`config.mk`:
```
export PLATFORM = sky130hd
export DESIGN_NAME = corr_integration_sched
export DESIGN_NICKNAME = d
export VERILOG_FILES = /design/src/rtl/corr_pkg.sv /design/src/rtl/corr_snapshot_streamer.sv /design/src/rtl/corr_integration_sched.sv
export SDC_FILE = /design/constraint.sdc
export NUM_CORES = 1
export LEC_CHECK = 0
export CAP_MARGIN = 20
export CORE_UTILIZATION = 46
export DETAILED_ROUTE_END_ITERATION = 10
export PLACE_DENSITY = 0.79
export SLEW_MARGIN = 10
export SYNTH_ARGS = -nofsm -noshare
export SYNTH_HDL_FRONTEND = slang
export SYNTH_SLANG_ARGS = --single-unit
```
`constraint.sdc`:
```
create_clock -name pllclk -period 2.1 [get_ports pllclk]
set_input_delay 0.21 -clock pllclk [delete_from_list [all_inputs] [get_ports pllclk]]
set_output_delay 0.21 -clock pllclk [all_outputs]
set_load 0.01 [all_outputs]
```
`src/rtl/corr_pkg.sv`:
```
// corr_pkg: shared state encoding, timing defaults and stream word order for the correlator scheduler
package corr_pkg;
  typedef enum logic [2:0] {
    S_IDLE,
    S_CLEAR,
    S_INTEG,
    S_SETTLE,
    S_CAPTURE
  } state_t;
  localparam int CLEAR_CYCLES_DEF = 4;
  localparam int SETTLE_CYCLES_DEF = 2;
  localparam int HDR_IDX = 0;
  function automatic int ck_idx(input int num_words);
    return num_words + 1;
  endfunction
endpackage

```
`src/rtl/corr_snapshot_streamer.sv`:
```
// corr_snapshot_streamer: holds one captured snapshot and streams header, payload and XOR checksum
module corr_snapshot_streamer
  import corr_pkg::*;
#(
  parameter int RESOLUTION = 24,
  parameter int NUM_WORDS = 8
) (
  input  logic                            pllclk,
  input  logic                            reset,
  input  logic                            start_i,
  input  logic [RESOLUTION-1:0]           hdr_i,
  input  logic [NUM_WORDS*RESOLUTION-1:0] pulses_i,
  input  logic                            out_ready_i,
  output logic [RESOLUTION-1:0]           out_data_o,
  output logic                            out_valid_o,
  output logic                            out_last_o
);
  localparam int IW = $clog2(NUM_WORDS + 3);
  localparam logic [IW-1:0] LAST = IW'(ck_idx(NUM_WORDS));
  // header sits in the low word so every accepted word is simply shifted out
  logic [(NUM_WORDS+1)*RESOLUTION-1:0] sh_q;
  logic [RESOLUTION-1:0] csum_q;
  logic [IW-1:0] idx_q;
  logic valid_q;
  logic last;
  logic fire;
  assign last = idx_q == LAST;
  assign fire = valid_q && out_ready_i;
  assign out_valid_o = valid_q;
  assign out_last_o = valid_q && last;
  assign out_data_o = last ? csum_q : sh_q[RESOLUTION-1:0];
  always_ff @(posedge pllclk) begin
    if (!reset) begin
      sh_q <= '0;
      csum_q <= '0;
      idx_q <= IW'(HDR_IDX);
      valid_q <= 1'b0;
    end else if (start_i) begin
      sh_q <= {pulses_i, hdr_i};
      csum_q <= '0;
      idx_q <= IW'(HDR_IDX);
      valid_q <= 1'b1;
    end else if (fire) begin
      sh_q <= sh_q >> RESOLUTION;
      csum_q <= csum_q ^ sh_q[RESOLUTION-1:0];
      idx_q <= idx_q + IW'(1);
      valid_q <= !last;
    end
  end
endmodule

```
`src/rtl/corr_integration_sched.sv`:
```
// corr_integration_sched: sequences clear/integrate/settle/capture windows and streams each snapshot
module corr_integration_sched
  import corr_pkg::*;
#(
  parameter int RESOLUTION = 24,
  parameter int NUM_WORDS = 8,
  parameter int CLEAR_CYCLES = CLEAR_CYCLES_DEF,
  parameter int SETTLE_CYCLES = SETTLE_CYCLES_DEF
) (
  input  logic                            pllclk,
  input  logic                            reset,
  input  logic                            enable_i,
  input  logic                            continuous_i,
  input  logic [31:0]                     integration_cycles_i,
  input  logic [NUM_WORDS*RESOLUTION-1:0] pulses_i,
  output logic                            corr_clear_o,
  output logic                            busy_o,
  output logic [RESOLUTION-1:0]           out_data_o,
  output logic                            out_valid_o,
  input  logic                            out_ready_i,
  output logic                            out_last_o,
  output logic [RESOLUTION-1:0]           frame_count_o,
  output logic [7:0]                      overrun_count_o
);
  state_t state_q;
  logic [31:0] cnt_q;
  logic [31:0] n_q;
  logic clear_q;
  logic [RESOLUTION-1:0] frame_q;
  logic [7:0] ovr_q;
  logic str_busy;
  logic start;
  assign start = state_q == S_CAPTURE && !str_busy;
  assign corr_clear_o = clear_q;
  assign busy_o = state_q != S_IDLE;
  assign frame_count_o = frame_q;
  assign overrun_count_o = ovr_q;
  assign out_valid_o = str_busy;
  always_ff @(posedge pllclk) begin
    if (!reset) begin
      state_q <= S_IDLE;
      cnt_q <= '0;
      n_q <= '0;
      clear_q <= 1'b1;
      frame_q <= '0;
      ovr_q <= '0;
    end else if (!enable_i && (state_q == S_CLEAR || state_q == S_INTEG || state_q == S_SETTLE)) begin
      state_q <= S_IDLE;
      clear_q <= 1'b1;
    end else begin
      case (state_q)
        S_IDLE: if (enable_i) begin
          state_q <= S_CLEAR;
          cnt_q <= 32'(CLEAR_CYCLES);
          n_q <= integration_cycles_i;
        end
        S_CLEAR: if (cnt_q == 32'd1) begin
          state_q <= S_INTEG;
          clear_q <= 1'b0;
          cnt_q <= n_q == 32'd0 ? 32'd1 : n_q;
        end else cnt_q <= cnt_q - 32'd1;
        S_INTEG: if (cnt_q == 32'd1) begin
          state_q <= S_SETTLE;
          cnt_q <= 32'(SETTLE_CYCLES);
        end else cnt_q <= cnt_q - 32'd1;
        S_SETTLE: if (cnt_q == 32'd1) begin
          state_q <= S_CAPTURE;
          clear_q <= 1'b1;
        end else cnt_q <= cnt_q - 32'd1;
        S_CAPTURE: begin
          // a capture while the previous stream is still draining is dropped but still numbered
          frame_q <= frame_q + RESOLUTION'(1);
          ovr_q <= str_busy && ovr_q != 8'hFF ? ovr_q + 8'd1 : ovr_q;
          state_q <= continuous_i && enable_i ? S_CLEAR : S_IDLE;
          cnt_q <= 32'(CLEAR_CYCLES);
          n_q <= continuous_i && enable_i ? integration_cycles_i : n_q;
        end
        default: state_q <= S_IDLE;
      endcase
    end
  end
  corr_snapshot_streamer #(
    .RESOLUTION(RESOLUTION),
    .NUM_WORDS(NUM_WORDS)
  ) u_streamer (
    .pllclk(pllclk),
    .reset(reset),
    .start_i(start),
    .hdr_i(frame_q),
    .pulses_i(pulses_i),
    .out_ready_i(out_ready_i),
    .out_data_o(out_data_o),
    .out_valid_o(str_busy),
    .out_last_o(out_last_o)
  );
endmodule

```
After elaboration in Yosys (flattened, before gate mapping) --
Cells that the tools add are included.
Storage, ports and cells: bits in registers 345, bits in latches 0, RAM bits 0, ROM bits 0, bits of input ports 229, memories 0
Cells by class: $add $sub $neg 4, $mul 0, div/mod/pow operators 0, $lt $le $gt $ge 0, equality and inequality tests 13, shifts and indexed selects 0, mux-type cells 23, bitwise gates (word level) 3, reductions and logical operators 26
Operators by type and width (count):
- 2-to-1 mux 216 bit | 2
- 2-to-1 mux 32 bit | 7
- one-hot mux 32 bit (5 select lines) | 1
- one-hot mux 32 bit (2 select lines) | 1
- equality test 32 x 1 -> 1 bit, second input constant | 1
- logical NOT 32 bit | 1
- subtractor 32 x 1 -> 32 bit, second input constant | 1
- adder 24 x 1 -> 24 bit, second input constant | 1
- 2-to-1 mux 24 bit | 1
- XOR 24 bit | 1
- one-hot mux 3 bit (5 select lines) | 1
- 2-to-1 mux 3 bit | 4
- AND reduction 4 bit | 3
- adder 8 x 1 -> 8 bit, second input constant | 1
- inequality test 2 x 1 -> 1 bit, second input constant | 4
- inequality test 8 bit, second input constant | 1
- equality test 3 x 2 -> 1 bit, second input constant | 2
- logical AND 1 bit | 6
- AND reduction 3 bit | 2
- nonzero test 2 bit | 3
- 2-to-1 mux 1 bit | 5
- nonzero test 5 bit | 1
- adder 4 x 1 -> 4 bit, second input constant | 1
- equality test 4 bit, second input constant | 1
- 11 further kinds | 17

Longest topological paths before layout --
word-level depth 6, gate-level depth with buffers 10

Modules after synthesis --
Synthesis repeated with hierarchy kept, for this count alone.
Unflattened totals: cells, all modules 1949, area total of the unflattened synthesis 15356.0 µm²
Modules (own cells, without submodules):
- corr_snapshot_streamer | times used 1, cells an instance 1333, area an instance 10461.3 µm², sequential area each 4904.7 µm²
- corr_integration_sched | times used 1, cells an instance 616, area an instance 4894.7 µm², sequential area each 2001.9 µm²

Worst setup path before layout --
OpenSTA, ideal clock, no wires.
path type reg-to-reg, start reg cnt_q[0], end reg cnt_q[23], library setup time 0.122 ns, arrival time 2.004 ns, required time 1.978 ns, slack -0.025 ns, cell stages (with the launch flop) 8, path through dfxtp_1 > or4_1 > buf_2 > nor4_4 > nand3_4 > o31ai_2 > a21oi_1 > a221o_1
On the way: longest elaborated chain between the ends 3, elaborated cells on any way between the ends 8
Ends and longest elaborated chain:
- start: declaration | RTL line corr_integration_sched.sv:26 | logic [31:0] cnt_q;
- start signal: assignment | RTL line corr_integration_sched.sv:54 | cnt_q <= 32'(CLEAR_CYCLES);
- start signal: assignment | RTL line corr_integration_sched.sv:60 | cnt_q <= n_q == 32'd0 ? 32'd1 : n_q;
- start signal: assignment | RTL line corr_integration_sched.sv:61 | end else cnt_q <= cnt_q - 32'd1;
- subtractor 32 x 1 -> 32 bit or equality test 32 x 1 -> 1 bit (tied branches)
- 2-to-1 mux 32 bit, or another cell as far along | RTL line corr_integration_sched.sv:66 | S_SETTLE: if (cnt_q == 32'd1) begin
- one-hot mux 32 bit (5 select lines) or AND reduction 4 bit (tied branches)
Parallel ways exist; a longest one is shown, timed or not. The select of a mux whose other input is x is not followed. A chain may end at the register's enable or synchronous reset.

Final worst setup path --
start reg u_streamer.idx_q[1], end out out_data_o[1]
On the way: longest elaborated chain between the ends 2
Ends and longest elaborated chain:
- start: declaration | RTL line corr_snapshot_streamer.sv:23 | logic [IW-1:0] idx_q;
- start signal: assignment | RTL line corr_snapshot_streamer.sv:36 | idx_q <= IW'(HDR_IDX);
- start signal: assignment | RTL line corr_snapshot_streamer.sv:41 | idx_q <= IW'(HDR_IDX);
- start signal: assignment | RTL line corr_snapshot_streamer.sv:46 | idx_q <= idx_q + IW'(1);
- equality test 4 bit | RTL line corr_snapshot_streamer.sv:27 | assign last = idx_q == LAST;
- 2-to-1 mux 24 bit | RTL line corr_snapshot_streamer.sv:31 | assign out_data_o = last ? csum_q : sh_q[RESOLUTION-1:0];
- end: declaration | RTL line corr_integration_sched.sv:18 | output logic [RESOLUTION-1:0] out_data_o,
Every way passes these cells.

==> flow_summary_export.csv <==
group,metric,value,unit
run_status,status,"complete, but fails checks",
run_status,violations,"setup timing",
synth,synthesis.nets,1953,
setup_path,worstSetupEndpointType,"output port",
die,dieArea,0.03347,mm2
timing,rsz0062_at_grt,"true",
grt,overflow,0,
synth,synth.distinct_cells,58,
setup_path,cp_common_cell,"buf_6",
timing,final.min_clock_period,2222,ps
power,p_leak,7.357,nW
cells_and_area,fin_nets,2277,
grt,grt_pass1_vias,13270,
grt,grt_max_degree,242,
synth,syn_inst,1718,
timing,max-slew-margin-rel,42.45,%
timing,tightest_slew,863.2,ps
cells_and_area,layout-drive-gt1-share,14.42,%
die,die_h,183.0,um
cells_and_area,final_cell_area,0.02093,mm2
synth,async_reset_ff_share,0,%
setup_path,crit_slowest_cell,"dfxtp_2",
grt,antenna_found_initial,6,
setup_path,critical_path.cell_chain,"inv_2 -> ha_4 -> nand3b_1 -> buf_6 -> buf_12 -> buf_6 -> mux2_4 -> buf_6",
clock_network,cts.clk_slew.worst_paths,60,ps
cells_and_area,final_common_cell,"nand2_1",
synth,avgSynthCellArea,8.767,um2
cells_and_area,final_cells,2508,
grt,grt_util_all_layers,26.64,%
clock_network,clkLatencyLatePin,520,ps
die,pin_count,289,
clock_network,cts.sinks,345,
synth,yosys_warnings,0,
worst_hold_path,hp-class,"input port to flop",
cells_and_area,areaGrowthSynthToFinish,38.98,%
clock_network,cts_buffers,38,
die,die_x,183.0,um
route,dr.pass1.iters,5,
synth,ys.flop_type,"dfxtp_1",
placement,dp_cells,2404,
setup_path,criticalPathCategory,"flop to output port",
die,core_area,0.03188,mm2
die,initial_core_util,47.24,%
clock_network,cts_tree,"built",
timing,hold_viol_final,0,
setup_path,cp-start-kind,"flop",
clock_network,clock_path_buffers,3,
placement,port_buffers,288,
setup_path,max_stage_delay,320,ps
route,wl,47220,um
job,drv_cap,0,
die,rows,65,
cells_and_area,layout_common_cells,"nand2_1 (366), dfxtp_1 (338), clkdlybuf4s50_1 (262), a21boi_0 (253), a22oi_1 (193)",
route,vias,13924,
synth,synth_top_area_share,45.85,%
route,avgRoutedWirePerCell,18.83,um
synth,synth-edff-count,0,
route,antenna_left,0,
route,first_iter_violations,992,
synth,synth_seq_cells,345,
timing,fmax,450.1,MHz
power,peakVddDrop,0.0005748,V
synth,ys_seq_area_share,45.85,%
timing,setup_slack,-121.7,ps
timing,drv_slew,0,
grt,grt_pass1_wl,71460,um
timing,skew,13.53,ps
placement,placed_area,0.01888,mm2
setup_path,arrival,2010,ps
synth,yosys.area.top_type,"dfxtp_1",
route,drc,0,
clock_network,cts_root_buf,"clkbuf_16",
timing,setup_viol,24,
setup_path,critPathMaxFanout,7,
placement,dp_hpwl,30690,um
placement,gp_congestion,0.8871,
route,via_per_inst,5.552,
synth,syn_area,0.01506,mm2
setup_path,worst_ep_required_time,1890,ps
synth,yosys-top-cells-area,"dfxtp_1 (46%), a21boi_0 (13%), a22oi_1 (9.7%)",
clock_network,htreeDepth,2,
cells_and_area,fill_cells,2556,
power,power.total,16.64,mW
timing,period_share,105.8,%
power,power_density,794.7,mW/mm2
[what timing repair did]
action | 4_1_cts | 5_1_grt
hold buffers | 0 | 0
endpoints found under the setup margin | 27 | 79
gates resized for setup | 142 | 108
gates cloned | 2 | 7
pin swaps | 0 | 37
buffers inserted | 10 | 14
[report_power, final]
| group | leakage [nW] | total, mW | internal, mW | switching, mW |
|---|---|---|---|---|
| logic | 3.96 | 3.11 | 1.61 | 1.50 |
| clock network | 0.611 | 6.69 | 4.02 | 2.67 |
| registers | 2.79 | 6.83 | 6.68 | 0.151 |
| total | 7.36 | 16.6 | 12.3 | 4.33 |
[cell families (layout without fill, tap and decap cells)]
kind of cell	Yosys count	in the layout	synth area share [%]
AND/OR/NAND/NOR	608	608	18.38
AO/OA/AOI/OAI	532	532	26.11
flip-flops	345	345	45.85
buffers and inverters	142	491	3.805
XOR/XNOR	59	59	3.431
multiplexers	26	26	1.927
adder cells (fa/ha/maj)	6	6	0.4984
other	0	6	0
[routing by layer]
| layer | up-vias | track usage [%] | routed length [um] |
|---|---|---|---|
| met5 | - | 0 | 0 |
| met4 | 0 | 11.03 | 1704 |
| met3 | 98 | 5.163 | 3057 |
| met2 | 478 | 43.06 | 22140 |
| met1 | 6603 | 34.79 | 20320 |
| li1 | 6745 | - | - |
[sequential cells by signal, summed over array words and instances (netlist names)]
signal / count
u_streamer.idx_q: 4
overrun_count_o: 8
state_q: 3
u_streamer.out_valid_o: 1
cnt_q: 32
corr_clear_o: 1
frame_count_o: 24
u_streamer.sh_q: 216
u_streamer.csum_q: 24
n_q: 32
[critical path, delay by kind of cell (launching register included)]
kind	cells	cell delay [ps]
buf+inv	5	610
fa+ha+maj	1	120
flops	1	320
simple gates	1	120
mux	1	310
[worst paths after layout]
path	startpoint	to	slack, ps	depth (start not counted)
worst max-delay path	u_streamer.idx_q[1]	out_data_o[1]	-120	8
worst min-delay path	reset	state_q[1]	120	4
worst max register to register	cnt_q[1]	cnt_q[26]	-70	10
worst min register to register	u_streamer.sh_q[105]	u_streamer.sh_q[105]	460	2
[synth_stat cells, types with 24 or more instances]
| cell type | number |
|---|---|
| nor2_1 | 64 |
| a22oi_1 | 195 |
| a21boi_0 | 253 |
| dfxtp_1 | 345 |
| nand3_1 | 50 |
| xnor2_1 | 26 |
| nand2_1 | 368 |
| clkbuf_1 | 102 |
| mux2_2 | 24 |
| o21ai_0 | 25 |
| buf_2 | 25 |
| xor2_1 | 33 |
| and2_1 | 28 |
[area by class of cell]
cell class	instances	area [um2]	area share (%)
Antenna cell	6	15.01	0.07172
Clock buffer	54	1102	5.266
Clock inverter	11	140.1	0.6694
Inverter	10	37.54	0.1793
Multi-Input combinational cell	1231	7905	37.76
Sequential cell	345	6920	33.06
Tap cell	435	544.3	2.600
Timing Repair Buffer	416	4269	20.39
[stage by stage]
stage | TNS, ps | utilization [%] | setup slack, ps | hold slack (ps)
finish | -1284 | 65.66 | -121.7 | 117.4
detailed placement | -542.1 | 59.23 | -83.77 | 457.6
floorplan | 0 | - | 8.847 | 354.9
global route | -4264 | 65.66 | -184.8 | 145.8
global placement | -46.81 | 59.23 | -31.20 | 451.0
CTS | -1255 | 63.84 | -148.8 | 99.22
Note: power is estimated with default switching activity, not from simulation.
